File: src/rtl/frame_loader.sv
// Frame loader: streams rx bytes into one of two frame banks, swapping banks on switch_mode.
// Optional underrun statistics counter is enabled with `define FRAME_LOADER_STATS_EN.
module frame_loader #(
    parameter int FRAME_BYTES = 60000,
    parameter int ADDR_W      = 16
) (
    input  logic              CLK_40,
    input  logic              reset,
    input  logic              start_data_FSM,
    input  logic              switch_mode,
    input  logic [7:0]        rx_data,
    input  logic              rx_valid,
    output logic              rx_ready,
    output logic              wr_en_b1,
    output logic              wr_en_b2,
    output logic [ADDR_W-1:0] wr_addr,
    output logic [7:0]        wr_data,
    output logic              frame_done,
    output logic              underrun,
    output logic [7:0]        underrun_count,
    output logic [1:0]        state_dbg
);

    // Handshake: a byte transfers on a rising edge where rx_valid && rx_ready;
    // rx_ready depends only on the current state, never on rx_valid.
    typedef enum logic [1:0] {
        S_IDLE = 2'd0,
        S_LOAD = 2'd1,
        S_DONE = 2'd2
    } state_t;

    localparam logic [ADDR_W-1:0] LAST_ADDR = ADDR_W'(FRAME_BYTES - 1);

    state_t              state_q, state_d;
    logic                bank_b1_q, bank_b1_d;
    logic [ADDR_W-1:0]   addr_q, addr_d;
    logic                wr_en_b1_q, wr_en_b1_d;
    logic                wr_en_b2_q, wr_en_b2_d;
    logic [ADDR_W-1:0]   wr_addr_q, wr_addr_d;
    logic [7:0]          wr_data_q, wr_data_d;
    logic                frame_done_q, frame_done_d;
    logic                underrun_q, underrun_d;
    logic                accept;
    logic                last_byte;

    assign rx_ready   = (state_q == S_LOAD);
    assign accept     = rx_valid && rx_ready;
    assign last_byte  = accept && (addr_q == LAST_ADDR);

    always_comb begin
        state_d      = state_q;
        bank_b1_d    = bank_b1_q;
        addr_d       = addr_q;
        wr_en_b1_d   = 1'b0;
        wr_en_b2_d   = 1'b0;
        wr_addr_d    = wr_addr_q;
        wr_data_d    = wr_data_q;
        frame_done_d = 1'b0;
        underrun_d   = 1'b0;

        // The accepted byte always lands in the bank/address current this cycle,
        // even if a swap or resync is also requested.
        if (accept) begin
            wr_en_b1_d = bank_b1_q;
            wr_en_b2_d = !bank_b1_q;
            wr_addr_d  = addr_q;
            wr_data_d  = rx_data;
            if (last_byte) begin
                frame_done_d = 1'b1;
                state_d      = S_DONE;
            end else begin
                addr_d = addr_q + ADDR_W'(1);
            end
        end

        if (start_data_FSM) begin
            state_d   = S_LOAD;
            bank_b1_d = 1'b0;
            addr_d    = '0;
        end else if (switch_mode && state_q != S_IDLE) begin
            state_d    = S_LOAD;
            bank_b1_d  = !bank_b1_q;
            addr_d     = '0;
            underrun_d = (state_q == S_LOAD) && !last_byte;
        end
    end

`ifdef FRAME_LOADER_STATS_EN
    logic [7:0] underrun_count_q, underrun_count_d;

    always_comb begin
        underrun_count_d = underrun_count_q;
        if (underrun_d && underrun_count_q != 8'hFF) begin
            underrun_count_d = underrun_count_q + 8'd1;
        end
    end

    assign underrun_count = underrun_count_q;
`else
    assign underrun_count = 8'd0;
`endif

    always_ff @(posedge CLK_40 or posedge reset) begin
        if (reset) begin
            state_q      <= S_IDLE;
            bank_b1_q    <= 1'b0;
            addr_q       <= '0;
            wr_en_b1_q   <= 1'b0;
            wr_en_b2_q   <= 1'b0;
            wr_addr_q    <= '0;
            wr_data_q    <= 8'd0;
            frame_done_q <= 1'b0;
            underrun_q   <= 1'b0;
`ifdef FRAME_LOADER_STATS_EN
            underrun_count_q <= 8'd0;
`endif
        end else begin
            state_q      <= state_d;
            bank_b1_q    <= bank_b1_d;
            addr_q       <= addr_d;
            wr_en_b1_q   <= wr_en_b1_d;
            wr_en_b2_q   <= wr_en_b2_d;
            wr_addr_q    <= wr_addr_d;
            wr_data_q    <= wr_data_d;
            frame_done_q <= frame_done_d;
            underrun_q   <= underrun_d;
`ifdef FRAME_LOADER_STATS_EN
            underrun_count_q <= underrun_count_d;
`endif
        end
    end

    assign wr_en_b1   = wr_en_b1_q;
    assign wr_en_b2   = wr_en_b2_q;
    assign wr_addr    = wr_addr_q;
    assign wr_data    = wr_data_q;
    assign frame_done = frame_done_q;
    assign underrun   = underrun_q;
    assign state_dbg  = state_q;

endmodule

File: config.mk
export PLATFORM = sky130hd
export DESIGN_NAME = frame_loader
export DESIGN_NICKNAME = d
export VERILOG_FILES = /design/src/rtl/frame_loader.sv
export SDC_FILE = /design/constraint.sdc
export NUM_CORES = 1
export LEC_CHECK = 0
export CORE_ASPECT_RATIO = 0.5
export CORE_MARGIN = 4
export CORE_UTILIZATION = 52
export DETAILED_ROUTE_END_ITERATION = 10
export PLACE_DENSITY = 0.83
export SLEW_MARGIN = 0
export SYNTH_ARGS = -nofsm -noshare
export SYNTH_HDL_FRONTEND = slang
export SYNTH_SLANG_ARGS = --single-unit
File: constraint.sdc
create_clock -name CLK_40 -period 4.68 [get_ports CLK_40]
set_input_delay 0.468 -clock CLK_40 [delete_from_list [all_inputs] [get_ports CLK_40]]
set_output_delay 0.468 -clock CLK_40 [all_outputs]
set_load 0.05 [all_outputs]
==> impl_metrics.ini, run 1 <==
[logic_synthesis]
synth_top_area_share_pct = 55.6
synthMostInstantiatedCell = nand2_1
synth-edff-count = 0
ys_types = 38
synthesis.instances = 225
yosysTopAreaCell = dfrtp_1
ys_ff_latch = 47
yosys.area_share.adder_pct = 0.591
synthTopCellsByCount = nand2_1, dfrtp_1
async_flop_share_pct = 100
synth-main-ff-cell = dfrtp_1
synth_area_leaders = dfrtp_1, nand2_1, buf_4
ys_seq_area_share_pct = 55.6
synth_xor_area_share_pct = 2.07
synth-simple-area-share_pct = 27.6
syn_area_um2 = 2120
synth_compound_area_share_pct = 8.22
synth_top_family_by_area = simple AND/OR/NAND/NOR gates
synthMuxAreaShare_pct = 0
synth_warnings = 0
syn_avg_cell_area_um2 = 9.41

[setup_path]
r2r_cells = 5
crit_start = rx_valid
r2r_setup_slack_ns = 2.20
critPathKind = primary input to flop
cp.arrival_ns = 2.77
path_max_fanout = 22
cp-start-kind = primary input
worstPathRequired_ns = 4.87
timing.rr.end = addr_q[7]
end_kind = flop
rr_startpoint = state_dbg[1]

[timing]
final.setup.tns_ns = 0
fin_skew_ns = 0.00330
drv_slew = 0
fmax_mhz = 388
setup_slack_ns = 2.10
relSlewSlack_pct = 23.0
final_hold_viol_count = 0
period_needed_ns = 2.58
period_share_pct = 55.1
rsz0062_at_grt = no
tightest_slew_ns = 1.15
final-setup-viol-count = 0

[clock_tree]
clkLatencyLatePin_ns = 0.31
clock-sinks = 47
cts_hold_buf = 0
post_cts.repair.setup_buffers = 0
cts_tree = yes
max-clock-path-buffers = 2
cts_root_buf = clkbuf_8
clk_pin_slew_ns = 0.09
h-tree-depth = 2
postCtsResizedCells = 0
numCtsBuffers = 5

[power_and_ir_drop]
p_comb_share_pct = 11.8
seqPwrFrac_pct = 47.8
pwr-share-clk_pct = 40.4
swShare_pct = 25.4
powerDensity_nw_per_um2 = 330
p_leak_uw = 0.00120
ir_drop_mv = 0.151
p_switching_uw = 224
internal_power_uw = 658

[die]
fp.dieH_um = 53.1
num_io_pins = 52
rows = 16
core_um2 = 3900
die_w_um = 98.2
die-area_um2 = 5220
start_util_pct = 54.2

[route]
drt-initial-drc-count = 96
drc_errors = 0
wire_per_inst_um = 14.4
post_drt_via_cell_ratio = 5.37
drt-pass1-iter-count = 4
vias = 1719
totalWireLength_um = 4620
postRouteAntennaNets = 0

[global_route]
grt_pass1_vias = 1695
grt_first_pass_wirelength_um = 7820
grt_usage_pct = 19.5
gr-total-overflow = 0
grt_max_degree = 48
grt_antenna_before_repair = 0

[job]
cap_violations = 0

[layout]
final_cells = 320
final_nets = 279
syn_to_final_growth_pct = 26.5
diodes = 0
drive_above_1_share_pct = 6.77
final_core_util_pct = 68.6

[placement]
place_inst = 312
dp_slack_ns = 1.77
port_buffers = 43
dp.final_hpwl_um = 3130
globalplace.congestion = 0.847

[worst_hold_path]
min_to = wr_addr[9]
hp-class = flop to flop
hp-start = wr_addr[9]
hold_depth = 2

[status]
status = complete, no violations
==> metrics by stage <==
| step | hold slack [ns] | instance area (µm²) | total power (µW) |
|---|---|---|---|
| CTS | 0.484 | 2680 | 889 |
| floorplan | 0.439 | 2140 | 505 |
| global placement | 0.458 | 2540 | 532 |
| detailed placement | 0.461 | 2540 | 535 |
| finish | 0.478 | 2680 | 883 |
| global route | 0.506 | 2680 | 917 |
==> worst max-delay path: stages <==
cell	delay, ns
clkdlybuf4s50_1	0.49
nand3b_1	0.49
buf_4	0.43
or4_2	0.67
xor2_1	0.16
nor2_1	0.06
==> worst max-delay path by stage <==
stage	endpoint	slack (ns)
3_3_place_gp	addr_q[7]	1.83
5_1_grt	addr_q[7]	1.93
3_5_place_dp	addr_q[7]	1.77
4_1_cts	addr_q[7]	2.11
6_report	addr_q[7]	2.10
2_1_floorplan	rx_ready	2.76
==> metal layers <==
metal,GRT usage [%],wire [µm]
met1,23.1,2010
met3,5.26,306
met5,0,0
met4,8.16,90
met2,34.3,2210
==> flip-flops by register name, summed over array words and instances, names as in the netlist <==
register,count
wr_en_b2,1
bank_b1_q,1
wr_en_b1,1
addr_q,16
wr_addr,16
wr_data,8
frame_done,1
underrun,1
state_dbg,2
==> area by class of cell <==
class                   count  area (µm²)
flip-flops and latches     47        1180
multi-input cells         163         845
clock inverters             3        67.6
inverters                   4        15.0
clock buffers               5        68.8
fillers                   299        1230
well taps                  54        67.6
repair buffers             44         438
==> logic make-up after synthesis <==
logic type | after synthesis
adder cells (fa/ha/maj) | 1
other | 1
buffers and inverters | 22
AND/OR/NAND/NOR | 121
AO/OA/AOI/OAI | 28
XOR/XNOR | 5
flip-flops | 47
==> cell usage in the layout, fill, tap and decap left out, types with 2 or more instances in the layout <==
| cell | netlist | layout |
|---|---|---|
| conb_1 | 1 | 8 |
| clkbuf_8 | 0 | 5 |
| nand4_1 | 3 | 3 |
| and2_1 | 2 | 2 |
| dfrtp_1 | 47 | 47 |
| or4_1 | 4 | 4 |
| or3_2 | 2 | 2 |
| o21ai_0 | 8 | 8 |
| o211ai_1 | 2 | 2 |
| xnor2_1 | 4 | 4 |
| or3_1 | 6 | 6 |
| clkdlybuf4s50_1 | 0 | 43 |
| o31ai_1 | 4 | 4 |
| inv_1 | 4 | 3 |
| nand3_1 | 5 | 5 |
| a21oi_1 | 8 | 8 |
| nor4_1 | 4 | 4 |
| nand4b_1 | 2 | 2 |
| nor2_1 | 8 | 8 |
| nand2_1 | 74 | 74 |
| o21a_1 | 4 | 4 |
| bufinv_16 | 0 | 2 |
==> power groups by stage <==
stage / clock network [µW] / logic [µW] / registers [µW]
finish: 356 / 105 / 422
global route: 382 / 112 / 423
CTS: 361 / 106 / 422
detailed placement: 0 / 105 / 430
global placement: 0 / 103 / 429
floorplan: 0 / 45.6 / 459
Note: power is estimated with default switching activity, not from simulation.
==> inputs of run 2 (changes only) <==
--- a/config.mk
+++ b/config.mk
@@ -7,9 +7,9 @@
 export LEC_CHECK = 0
 export CORE_ASPECT_RATIO = 0.5
 export CORE_MARGIN = 4
-export CORE_UTILIZATION = 52
+export CORE_UTILIZATION = 49
 export DETAILED_ROUTE_END_ITERATION = 10
-export PLACE_DENSITY = 0.83
+export PLACE_DENSITY = 0.78
 export SLEW_MARGIN = 0
 export SYNTH_ARGS = -nofsm -noshare
 export SYNTH_HDL_FRONTEND = slang
==> constraint.sdc (replaced) <==
create_clock -name CLK_40 -period 2.5 [get_ports CLK_40]
set_input_delay 0.25 -clock CLK_40 [delete_from_list [all_inputs] [get_ports CLK_40]]
set_output_delay 0.25 -clock CLK_40 [all_outputs]
set_load 0.05 [all_outputs]
==> impl_metrics.ini, run 2 (same netlist as run 1, synthesis figures left out) <==
[power_and_ir_drop]
p_leak_uw = 0.00123
ir_drop_mv = 0.454
power_uw = 1650
powerDensity_nw_per_um2 = 607

[route]
wl_met3_um = 313
vias = 1707
totalWireLength_um = 4530
dr_wl_met2_um = 2040
drt-met1-wl_um = 2090
drc_errors = 0
post_drt_via_cell_ratio = 5.24
drt-pass1-iter-count = 4
postRouteAntennaNets = 0
drt-initial-drc-count = 79
wire_per_inst_um = 13.9
highest_layer = met4

[setup_path]
timing.rr.end = addr_q[13]
r2r_setup_slack_ns = 0.56
path_cells = inv_1 -> nor2_1 -> clkdlybuf4s50_1
worstPathRequired_ns = 2.25
cp_num_buf_inv = 2
crit_family = buffers and inverters
critPathMaxStageDelay_ns = 0.82
cp.arrival_ns = 1.74
crit_start = state_dbg[0]
path_max_fanout = 6
rr_startpoint = addr_q[3]
cp_slowest_cell = clkdlybuf4s50_1
cp-start-kind = flop
end_kind = primary output
critPathKind = flop to primary output
r2r_cells = 4

[timing]
tightest_slew_ns = 0.643
period_needed_ns = 1.99
final.setup.tns_ns = 0
setup_slack_ns = 0.515
fmax_mhz = 504
relSlewSlack_pct = 57.1
fin_skew_ns = 0.00559
drv_slew = 0
rsz0062_at_grt = no
final_hold_viol_count = 0
final-setup-viol-count = 0
period_share_pct = 79.4

[clock_tree]
postCtsResizedCells = 0
clkLatencyLatePin_ns = 0.31
clock-sinks = 47
cts_tree = yes
post_cts.repair.setup_buffers = 0
numCtsBuffers = 5
clk_pin_slew_ns = 0.09
cts_root_buf = clkbuf_8
h-tree-depth = 2
max-clock-path-buffers = 2
cts_hold_buf = 0

[die]
die-area_um2 = 5500
core_um2 = 4020
die_w_um = 101
start_util_pct = 52.6
num_io_pins = 52
rows = 16
fp.dieH_um = 54.5

[layout]
layout_common_cells = nand2_1, dfrtp_1, clkdlybuf4s50_1
final_nets = 285
final_cells = 326
syn_to_final_growth_pct = 28.6
drive_above_1_share_pct = 8.82
mostFrequentLayoutCell = nand2_1
fin_area_um2 = 2720
diodes = 0

[placement]
globalplace.congestion = 0.885
dpl-instance-area_um2 = 2590
place_inst = 318
port_buffers = 43
dp_slack_ns = 0.503
dp.final_hpwl_um = 3200

[global_route]
grt_pass1_vias = 1641
grt_first_pass_wirelength_um = 7420
gr-total-overflow = 0
grt_usage_pct = 17.9
grt_max_degree = 32
grt_antenna_before_repair = 0

[job]
cap_violations = 0

[worst_hold_path]
hp-class = primary input to asynchronous set/reset pin

[status]
status = complete, no violations
-- run 2: cell types whose count changed in the layout (fill, tap and decap cells not counted), sizes merged --
cell | previous run | this run
buf | 1 | 7
-- run 2: worst max path at each step --
stage,depth (start not counted),end
2_1_floorplan,4,addr_q[5]
3_3_place_gp,5,addr_q[13]
3_5_place_dp,5,addr_q[13]
4_1_cts,3,rx_ready
5_1_grt,3,rx_ready
6_report,3,rx_ready
-- run 2: final cells by class --
class / count / area (µm²)
Sequential cell: 47 / 1180
Timing Repair Buffer: 50 / 483
Tap cell: 54 / 67.6
Inverter: 4 / 15.0
Multi-Input combinational cell: 163 / 845
Clock inverter: 3 / 67.6
Fill cell: 331 / 1300
Clock buffer: 5 / 68.8
-- run 2: worst register-to-register path: stages (launching register included) --
cell     delay, ns
dfrtp_1       0.45
nand3_2       0.18
or3_1         0.53
or4_1         0.55
a21oi_1       0.16
-- run 2: metrics by stage --
stage	utilization, %	hold slack [ns]
final	67.7	0.347
after global routing	67.7	0.413
after CTS	67.7	0.369
after detailed placement	64.3	0.464
after global placement	64.3	0.452
after floorplan	-	0.316
-- run 2: routing by layer --
layer  track usage [%]  vias to the layer above
met5                 0                        -
met3              4.96                        6
met4              9.49                        0
met2              29.8                       45
met1              21.9                      819
li1                  -                      837
-- run 2: where the power goes --
| group | switching, µW | internal (µW) |
|---|---|---|
| sequential | 10.1 | 778 |
| clock | 264 | 399 |
| combinational | 142 | 60.9 |
==> inputs of run 3 (changes only) <==
==> constraint.sdc (replaced) <==
create_clock -name CLK_40 -period 1.9 [get_ports CLK_40]
set_input_delay 0.19 -clock CLK_40 [delete_from_list [all_inputs] [get_ports CLK_40]]
set_output_delay 0.19 -clock CLK_40 [all_outputs]
set_load 0.05 [all_outputs]
==> impl_metrics.ini, run 3 (same netlist as run 1, synthesis figures left out) <==
[setup_path]
path_cells = ha_2 -> nand4_1 -> nor4_4 -> buf_4 -> and2_1 -> o21ai_0
cp_slowest_cell = dfrtp_2
crit_start = addr_q[0]
worstPathRequired_ns = 2.06
end_kind = flop
cp_num_buf_inv = 1
cp-start-kind = flop
cp.arrival_ns = 1.96
rr_startpoint = addr_q[0]
critPathMaxStageDelay_ns = 0.43
crit_family = simple AND/OR/NAND/NOR gates
path_max_fanout = 8
critPathKind = flop to flop

[route]
wire_per_inst_um = 14.0
drt-pass1-iter-count = 4
drt-initial-drc-count = 63
post_drt_via_cell_ratio = 5.26
drc_errors = 0
totalWireLength_um = 4750
vias = 1790
postRouteAntennaNets = 0

[status]
status = complete, no violations

[clock_tree]
cts_hold_buf = 0
clk_pin_slew_ns = 0.10
cts_root_buf = clkbuf_8
numCtsBuffers = 5
clkLatencyLatePin_ns = 0.31
h-tree-depth = 2
max-clock-path-buffers = 2
clock-sinks = 47
cts_tree = yes

[die]
core_um2 = 4020
die-area_um2 = 5500
num_io_pins = 52
die_w_um = 101
fp.dieH_um = 54.5
start_util_pct = 52.6
rows = 16

[timing]
relSlewSlack_pct = 65.3
final-setup-viol-count = 0
tightest_slew_ns = 0.519
period_share_pct = 94.5
fin_skew_ns = 0.0106
fmax_mhz = 557
period_needed_ns = 1.80
setup_slack_ns = 0.104
rsz0062_at_grt = yes
final_hold_viol_count = 0
whs_ns = 0.167
drv_slew = 0

[layout]
layout_common_cells = nand2_1, dfrtp_1, clkdlybuf4s50_1, buf_4
diodes = 0
seqCellArea_um2 = 1180
mostFrequentLayoutCell = nand2_1
drive_above_1_share_pct = 15.4
fin_area_um2 = 2830
final_nets = 299
syn_to_final_growth_pct = 33.7
multiInputGateArea_um2 = 856
fillers = 327

[placement]
dp_slack_ns = 0.0179
port_buffers = 43
globalplace.congestion = 0.876
dpl-instance-area_um2 = 2670
dp.final_hpwl_um = 3340

[global_route]
grt_antenna_before_repair = 0
gr-total-overflow = 0
grt_first_pass_wirelength_um = 7820
grt_max_degree = 33
grt_usage_pct = 18.7
grt_pass1_vias = 1688

[power_and_ir_drop]
p_leak_uw = 0.00130
ir_drop_mv = 0.372
powerDensity_nw_per_um2 = 730
power_uw = 2070

[worst_hold_path]
hp-class = primary input to asynchronous set/reset pin

[job]
cap_violations = 0
## run 3: cell types whose count changed in the layout (fill, tap and decap cells not counted), sizes merged
cell | before | now
buf | 7 | 22
inv | 4 | 5
clkinv | 0 | 1
clkinvlp | 1 | 0
clkdlybuf4s50 | 43 | 42
bufinv | 2 | 1
## run 3: final timing paths
path / slack, ns / depth (start not counted) / end
worst max-delay path: 0.10 / 6 / state_dbg[0]
worst min-delay path: 0.17 / 2 / wr_data[4]
worst max register to register: 0.10 / 6 / state_dbg[0]
worst min register to register: 0.47 / 1 / wr_en_b2
max in group asynchronous: 1.22 / 3 / addr_q[0]
min in group CLK_40: 0.40 / 3 / wr_data[5]
## run 3: stage by stage
stage | std cells | util (%) | setup TNS, ns
after global placement | 328 | 66.4 | 0
final | 340 | 70.4 | 0
after global routing | 340 | 70.4 | -0.0179
after floorplan | 232 | - | 0
after CTS | 336 | 69.3 | 0
after detailed placement | 328 | 66.4 | 0
## run 3: worst reg2reg max path, stage by stage (launching register included)
cell	delay [ns]
dfrtp_2	0.43
ha_2	0.23
nand4_1	0.17
nor4_4	0.33
buf_4	0.21
and2_1	0.20
o21ai_0	0.09
## run 3: metal layers
metal	wire [µm]	global-route usage, %	share of wire (%)	vias to the layer above
li1	-	-	-	865
met1	2160	23.3	45	870
met2	2220	32.2	47	48
met3	293	4.45	6.2	7
met4	76	7.28	1.6	0
met5	0	0	0	-
## run 3: cell type report
cell class	count	share of cell area [%]
flip-flops and latches	47	41.7
multi-input cells	163	30.2
repair buffers	64	21.0
clock buffers	5	2.43
well taps	54	2.39
clock inverters	3	1.68
inverters	4	0.530
## run 3: report_power, final
| group | internal, µW | switching [µW] | total [µW] |
|---|---|---|---|
| registers | 1020 | 13.3 | 1040 |
| clock network | 399 | 358 | 757 |
| logic | 85.6 | 188 | 274 |
| total | 1510 | 559 | 2070 |
## run 3: repair_timing
action                     in CTS  in global routing
resized for setup               0                  6
buffers inserted                0                  3
setup endpoints to repair       0                  4
